--- config.mk ---
export PLATFORM = sky130hd
export DESIGN_NAME = pconv_accum_unit
export DESIGN_NICKNAME = d
export VERILOG_FILES = /design/src/rtl/pconv_pkg.sv /design/src/rtl/pconv_postproc.sv /design/src/rtl/pconv_accum_unit.sv
export SDC_FILE = /design/constraint.sdc
export NUM_CORES = 2
export LEC_CHECK = 0
export CAP_MARGIN = 5
export CORE_MARGIN = 8
export CORE_UTILIZATION = 65
export DETAILED_ROUTE_END_ITERATION = 16
export PLACE_DENSITY = 0.95
export SLEW_MARGIN = 20
export SYNTH_ARGS = -nofsm -noshare
export SYNTH_HDL_FRONTEND = slang
export SYNTH_HIERARCHICAL = 1
export SYNTH_SLANG_ARGS = --single-unit
--- constraint.sdc ---
create_clock -name clk -period 12.4 [get_ports clk]
set_input_delay 1.24 -clock clk [delete_from_list [all_inputs] [get_ports clk]]
set_output_delay 1.24 -clock clk [all_outputs]
set_load 0.02 [all_outputs]
--- src/rtl/pconv_pkg.sv ---
// Shared constants and parameter sanity helpers for the pointwise convolution unit.
package pconv_pkg;

  localparam int unsigned PCONV_LAT = 4;
  localparam int unsigned SHIFT_W   = 5;
  localparam int unsigned ACC_W_DEF = 32;

  // True when ACC_W can hold a full group of worst-case products without wrapping.
  function automatic bit acc_w_ok(input int unsigned n, input int unsigned lanes,
                                  input int unsigned beats, input int unsigned acc_w);
    return acc_w >= (2 * n + $clog2(lanes * beats));
  endfunction

endpackage

--- src/rtl/pconv_postproc.sv ---
// Combinational bias, optional rounding, arithmetic shift, ReLU and clip to N bits.
module pconv_postproc
  import pconv_pkg::*;
#(
  parameter int unsigned N     = 16,
  parameter int unsigned ACC_W = ACC_W_DEF,
  parameter int          MAX   = 127,
  parameter bit          ROUND = 1'b0
) (
  input  logic signed [ACC_W-1:0]   acc_i,
  input  logic signed [ACC_W-1:0]   bias_i,
  input  logic        [SHIFT_W-1:0] shift_i,
  input  logic                      relu_en_i,
  output logic        [N-1:0]       dout_o,
  output logic                      sat_o
);

  // Two guard bits so bias and rounding additions can never wrap.
  localparam int unsigned VW = ACC_W + 2;
  localparam logic signed [VW-1:0] Hi = VW'(MAX);
  localparam logic signed [VW-1:0] Lo = VW'(-(MAX + 1));

  logic signed [VW-1:0] v;
  logic signed [VW-1:0] lo;

  always_comb begin
    dout_o = '0;
    sat_o  = 1'b0;
    v      = VW'(acc_i) + VW'(bias_i);
    if (ROUND && (shift_i != '0)) begin
      v = v + (VW'(1) << (shift_i - 1'b1));
    end
    v = v >>> shift_i;
    if (relu_en_i && (v < 0)) begin
      v = '0;
    end
    lo = relu_en_i ? '0 : Lo;
    if (v > Hi) begin
      dout_o = Hi[N-1:0];
      sat_o  = 1'b1;
    end else if (v < lo) begin
      dout_o = lo[N-1:0];
      sat_o  = 1'b1;
    end else begin
      dout_o = v[N-1:0];
    end
  end

endmodule

--- src/rtl/pconv_accum_unit.sv ---
// Pipelined 1x1 convolution for one output channel: multiply, lane sum, accumulate, post-process.
module pconv_accum_unit
  import pconv_pkg::*;
#(
  parameter int unsigned N     = 16,
  parameter int unsigned LANES = 4,
  parameter int unsigned BEATS = 4,
  parameter int unsigned ACC_W = ACC_W_DEF,
  parameter int          MAX   = 127,
  parameter bit          ROUND = 1'b0
) (
  input  logic                 clk,
  input  logic                 rst,
  input  logic                 clear,
  input  logic                 in_vld,
  input  logic [LANES*N-1:0]   input_din,
  input  logic [LANES*N-1:0]   weight_din,
  input  logic [ACC_W-1:0]     bias_din,
  input  logic [SHIFT_W-1:0]   shift_din,
  input  logic                 relu_en,
  output logic [N-1:0]         conv_dout,
  output logic                 conv_dout_vld,
  output logic                 conv_dout_sat,
  output logic                 busy
);

  localparam int unsigned PW   = 2 * N;
  localparam int unsigned CntW = (BEATS > 1) ? $clog2(BEATS) : 1;
  localparam bit AccWOk = acc_w_ok(N, LANES, BEATS, ACC_W);
  localparam bit MaxOk  = (MAX >= 0) && (MAX < (1 << (N - 1)));

  always_ff @(posedge clk) begin
    assert (AccWOk && MaxOk) else $error("pconv_accum_unit: ACC_W or MAX out of range");
  end

  logic [CntW-1:0]          cnt_q, cnt_d;
  logic                     first, last;
  // vld_q[0..2] track S1..S3; vld_q[3] is the registered result strobe.
  logic [PCONV_LAT-1:0]     vld_q, vld_d;

  logic signed [PW-1:0]     prod [LANES];
  logic signed [PW-1:0]     s1_prod_q [LANES];
  logic                     s1_first_q, s1_last_q;
  logic [ACC_W-1:0]         s1_bias_q;
  logic [SHIFT_W-1:0]       s1_shift_q;
  logic                     s1_relu_q;

  logic signed [ACC_W-1:0]  lane_sum;
  logic signed [ACC_W-1:0]  s2_sum_q;
  logic                     s2_first_q, s2_last_q;
  logic [ACC_W-1:0]         s2_bias_q;
  logic [SHIFT_W-1:0]       s2_shift_q;
  logic                     s2_relu_q;

  logic signed [ACC_W-1:0]  acc_q;
  logic [ACC_W-1:0]         s3_bias_q;
  logic [SHIFT_W-1:0]       s3_shift_q;
  logic                     s3_relu_q;

  logic [N-1:0]             pp_dout, dout_q;
  logic                     pp_sat, sat_q;

  assign first = (cnt_q == '0);
  assign last  = (cnt_q == CntW'(BEATS - 1));

  for (genvar i = 0; i < LANES; i++) begin : g_lane
    assign prod[i] = PW'($signed(input_din[i*N +: N])) * PW'($signed(weight_din[i*N +: N]));
  end

  always_comb begin
    lane_sum = '0;
    for (int i = 0; i < LANES; i++) begin
      lane_sum = lane_sum + ACC_W'(s1_prod_q[i]);
    end
  end

  // clear wins over in_vld and drops every in-flight stage.
  always_comb begin
    cnt_d = cnt_q;
    vld_d = '0;
    if (clear) begin
      cnt_d = '0;
    end else begin
      vld_d[0] = in_vld;
      vld_d[1] = vld_q[0];
      vld_d[2] = vld_q[1] & s2_last_q;
      vld_d[3] = vld_q[2];
      if (in_vld) begin
        cnt_d = last ? '0 : cnt_q + 1'b1;
      end
    end
  end

  always_ff @(posedge clk or posedge rst) begin
    if (rst) begin
      cnt_q      <= '0;
      vld_q      <= '0;
      s1_prod_q  <= '{default: '0};
      s1_first_q <= 1'b0;
      s1_last_q  <= 1'b0;
      s1_bias_q  <= '0;
      s1_shift_q <= '0;
      s1_relu_q  <= 1'b0;
      s2_sum_q   <= '0;
      s2_first_q <= 1'b0;
      s2_last_q  <= 1'b0;
      s2_bias_q  <= '0;
      s2_shift_q <= '0;
      s2_relu_q  <= 1'b0;
      acc_q      <= '0;
      s3_bias_q  <= '0;
      s3_shift_q <= '0;
      s3_relu_q  <= 1'b0;
      dout_q     <= '0;
      sat_q      <= 1'b0;
    end else begin
      cnt_q <= cnt_d;
      vld_q <= vld_d;
      if (in_vld && !clear) begin
        s1_prod_q  <= prod;
        s1_first_q <= first;
        s1_last_q  <= last;
      end
      // Sideband is taken only from the last beat and follows it down the pipe.
      if (in_vld && !clear && last) begin
        s1_bias_q  <= bias_din;
        s1_shift_q <= shift_din;
        s1_relu_q  <= relu_en;
      end
      if (vld_q[0]) begin
        s2_sum_q   <= lane_sum;
        s2_first_q <= s1_first_q;
        s2_last_q  <= s1_last_q;
      end
      if (vld_q[0] && s1_last_q) begin
        s2_bias_q  <= s1_bias_q;
        s2_shift_q <= s1_shift_q;
        s2_relu_q  <= s1_relu_q;
      end
      if (vld_q[1]) begin
        acc_q <= s2_first_q ? s2_sum_q : acc_q + s2_sum_q;
      end
      if (vld_q[1] && s2_last_q) begin
        s3_bias_q  <= s2_bias_q;
        s3_shift_q <= s2_shift_q;
        s3_relu_q  <= s2_relu_q;
      end
      if (vld_q[2]) begin
        dout_q <= pp_dout;
        sat_q  <= pp_sat;
      end
    end
  end

  pconv_postproc #(
    .N    (N),
    .ACC_W(ACC_W),
    .MAX  (MAX),
    .ROUND(ROUND)
  ) u_postproc (
    .acc_i    (acc_q),
    .bias_i   (s3_bias_q),
    .shift_i  (s3_shift_q),
    .relu_en_i(s3_relu_q),
    .dout_o   (pp_dout),
    .sat_o    (pp_sat)
  );

  assign conv_dout     = dout_q;
  assign conv_dout_vld = vld_q[3];
  assign conv_dout_sat = sat_q;
  assign busy          = (cnt_q != '0) | (|vld_q);

endmodule

==> metrics.md <==
| Metric | Value |
|---|---|
| Final-report hold violation count | `0` |
| Yosys warning total | `6` |
| I/O pins | `approximately 190` |
| Hold path depth | `1` |
| WHS Endpoint | `s2_relu_q` |
| H-Tree Depth | `2` |
| Final HPWL DP | `about 130,000 µm` |
| Final count of pins violating max slew | `0` |
| Vias | `between 40,000 and 50,000` |
| Worst-skew pair later-pin latency | `0.56 ns` |
| CP most frequent cell | `fa_1` |
| Relative max-transition margin | `0.276` |
| GRT Residual Overflow | `0` |
| Min Clock Period, post-route | `between 8 and 9 ns` |
| CP max stage cell | `fa_1` |
| Tcrit/Tclk final | `0.652` |
| Final core utilization | `0.696` |
| Routed len/inst | `21.0 µm` |
| Ys async rst share | `1.00` |
| First-pass GRT wire length | `273,000 µm` |
| Unrepaired setup endpoints after global routing | `false` |
| Die area | `around 110,000 µm²` |
| Maxcap violations | `0` |
| Via density | `6.20` |
| Hold Crit Start | `s1_relu_q` |
| F_max | `approximately 0.12 GHz` |
| Reg-to-Reg Start | `acc_q[0]` |
| Die Y | `approximately 320 µm` |
| Hold Path Class | `reg -> reg` |
| Outcome | `completed` |
| Post-synth EDFFs | `0` |
| Hold-fix buffers, CTS | `0` |
| Flop and latch count out of synthesis | `~330` |
| DRT Pass-1 Iters | `6` |
| Final setup skew | `between 0.02 and 0.03 ns` |
| CP endpoint kind | `flop` |
| Post-Synthesis Cell Area | `about 62,000 µm²` |
| Initial Utilization | `0.653` |
| Syn nets | `around 8,400` |
| Crit-path max cell delay | `0.95 ns` |
| Post-synthesis sequential area ratio | `0.135` |
| Crit path max fanout | `16` |
| Setup TNS | `0 ns` |
| Total Routing Usage GR | `0.316` |
| Vias in the first global route | `between 50,000 and 60,000` |
| Clk sinks | `333` |
| Core Region | `about 95,000 µm²` |
| Initial antenna violation count | `3` |
| CTS root buffer | `clkbuf_16` |
| Layout cell share with drive strength beyond 1 | `0.0499` |
| Final Wtd Congestion | `0.985` |
| Area growth syn-to-layout | `6.47%` |
| Clock buffer depth | `3` |
| Least-Margin Pin Slew | `1.08 ns` |
| Post-cts resize count | `0` |
| Buffers inserted by post-CTS timing repair | `0` |
| Post-DRT Antenna Nets | `0` |
| Post-Route WL | `~170,000 µm` |
| Fin nets | `approximately 8,400` |
| Worst r2r path cells | `26` |
| Synthesized area per cell | `slightly above 9 µm²` |
| WP data required | `between 10 and 15 ns` |
| Cell count after synthesis | `around 6,700` |
| Largest net degree at the start of global routing | `approximately 170` |
| Initial DRC Count | `4,816` |
| Reg clk slew, reported paths | `about 0.060 ns` |
| Reg-to-reg endpoint | `conv_dout[0]` |
| Crit start category | `input pin` |
| Width of the die | `~320 µm` |
| CTS buffer count | `37` |
| WP data arrival | `approximately 8.5 ns` |
| Worst R2R Setup Slack | `between 4 and 5 ns` |
| IO buf count | `about 190` |
| Residual DRC | `0` |
| Library cells used by synthesis | `about 100` |
| CTS tree | `yes` |
| Crit-path cells | `clkdlybuf4s50_1 -> nand2_1 -> inv_1 -> fa_1 -> fa_1 -> fa_1 -> fa_1 -> fa_1 -> inv_1 -> fa_1 -> inv_1 -> ha_1 -> a21o_1 -> a2111oi_2 -> nor3b_1 -> a22oi_1 -> o21ai_0 -> o31ai_2 -> a211o_1 -> a21oi_1 -> xor2_1 -> o21ai_1` |
| FP Rows | `~110` |
| Worst Setup Path Type | `in -> reg` |
| Final-report setup violation count | `0` |
| Predominant post-synthesis flop cell | `dfrtp_1` |
[stage by stage]
stage | hold WS [ns] | setup WS [ns] | cell area [µm²] | std cells
CTS | 0.504 | 4.45 | 65800 | 7972
detailed placement | 0.490 | 3.86 | 64500 | 7905
global placement | 0.464 | 4.03 | 64500 | 7905
finish | 0.504 | 4.32 | 65800 | 7975
floorplan | 0.445 | 1.94 | 61800 | 6683
global route | 0.516 | 4.02 | 65800 | 7973
[final cells by class]
| class | instances | area, µm² |
|---|---|---|
| Antenna cell | 3 | 7.51 |
| Timing Repair Buffer | 210 | 2060 |
| Fill cell | 6368 | 28800 |
| Multi-Input combinational cell | 4897 | 48000 |
| Sequential cell | 333 | 8330 |
| Clock buffer | 50 | 1080 |
| Clock inverter | 17 | 229 |
| Tap cell | 1265 | 1580 |
| Inverter | 1200 | 4510 |
[cells in the final DEF (no fill, tap or decap), types with 17 or more instances in the layout]
cell,synthesis,layout
a21o_1,122,122
or3_1,27,27
nand3_1,61,61
nand2_1,820,817
dfrtp_1,333,332
mux2i_1,32,32
o31ai_1,23,23
o21a_1,51,51
nor2b_1,28,28
nor4_1,17,17
o21bai_1,22,22
clkbuf_16,0,38
fa_1,1112,1112
and2_1,502,502
buf_4,1,21
a21oi_1,246,246
and3_1,30,30
a31oi_1,29,29
a211oi_1,39,39
o21ai_1,22,22
nand4_1,38,38
clkdlybuf4s50_1,0,188
ha_1,448,448
o211ai_1,21,21
xnor2_1,134,134
nor2_1,258,258
nand2b_1,41,40
nor3_1,55,55
inv_1,1199,1198
o21ai_0,215,215
mux2_2,164,164
xor2_1,61,61
[registers in the layout, indices dropped and copies added, names as in the netlist, 5 cells and up]
signal,flops
s1_prod_q,128
s3_shift_q,5
s2_shift_q,5
s1_shift_q,5
s2_bias_q,32
s2_sum_q,32
s1_bias_q,32
conv_dout,16
s3_bias_q,32
acc_q,32
[cell families after synthesis]
| family | after synthesis | synth area share |
|---|---|---|
| and+or+nand+nor | 1940 | 0.152 |
| xor gates and xnor gates | 195 | 0.0276 |
| muxes | 200 | 0.0365 |
| DFF | 333 | 0.135 |
| adders and majority gates | 1560 | 0.451 |
| buffers and inverters | 1453 | 0.0889 |
| AOI/OAI and AO/OA | 1002 | 0.109 |
[critical path, delay by kind of cell]
kind | cells | cell delay, ns
AO/OA/AOI/OAI | 8 | 1.62
adder cells (fa/ha/maj) | 7 | 3.90
XOR/XNOR | 1 | 0.18
buffers and inverters | 4 | 1.13
AND/OR/NAND/NOR | 2 | 0.42
[synthesized netlist by cell type (all sizes together) (30+ instances only)]
| master | instances | area (µm²) |
|---|---|---|
| a211oi | 43 | 343 |
| a21o | 124 | 933 |
| a21oi | 260 | 1380 |
| a31oi | 30 | 194 |
| and2 | 502 | 3140 |
| and3 | 30 | 188 |
| buf | 32 | 163 |
| clkbuf | 221 | 830 |
| dfrtp | 333 | 8330 |
| fa | 1112 | 22300 |
| ha | 448 | 5610 |
| inv | 1199 | 4500 |
| mux2 | 164 | 1850 |
| mux2i | 32 | 320 |
| nand2 | 820 | 3080 |
| nand2b | 41 | 257 |
| nand3 | 61 | 305 |
| nand4 | 38 | 238 |
| nor2 | 259 | 980 |
| nor3 | 56 | 285 |
| o21a | 52 | 392 |
| o21ai | 243 | 1240 |
| xnor2 | 134 | 1170 |
| xor2 | 61 | 534 |
[worst max-delay path by stage]
stage	start	to	slack, ns	depth (start not counted)
2_1_floorplan	rst	acc_q[0]	1.94	1
3_3_place_gp	weight_din[17]	s1_prod_q[94]	4.03	22
3_5_place_dp	weight_din[17]	s1_prod_q[94]	3.86	22
4_1_cts	weight_din[17]	s1_prod_q[94]	4.45	22
5_1_grt	weight_din[17]	s1_prod_q[94]	4.02	22
6_report	weight_din[17]	s1_prod_q[94]	4.32	22
[per-layer routing]
| layer | wire [µm] | GRT usage | part of all wire |
|---|---|---|---|
| met1 | 58200 | 0.369 | 0.35 |
| met2 | 83400 | 0.548 | 0.50 |
| met3 | 14000 | 0.0536 | 0.084 |
| met4 | 11700 | 0.187 | 0.070 |
| met5 | 0 | 0 | 0 |
Power is not shown: default switching activity piles up to over one toggle a cycle in this logic, so the estimate is an artifact.
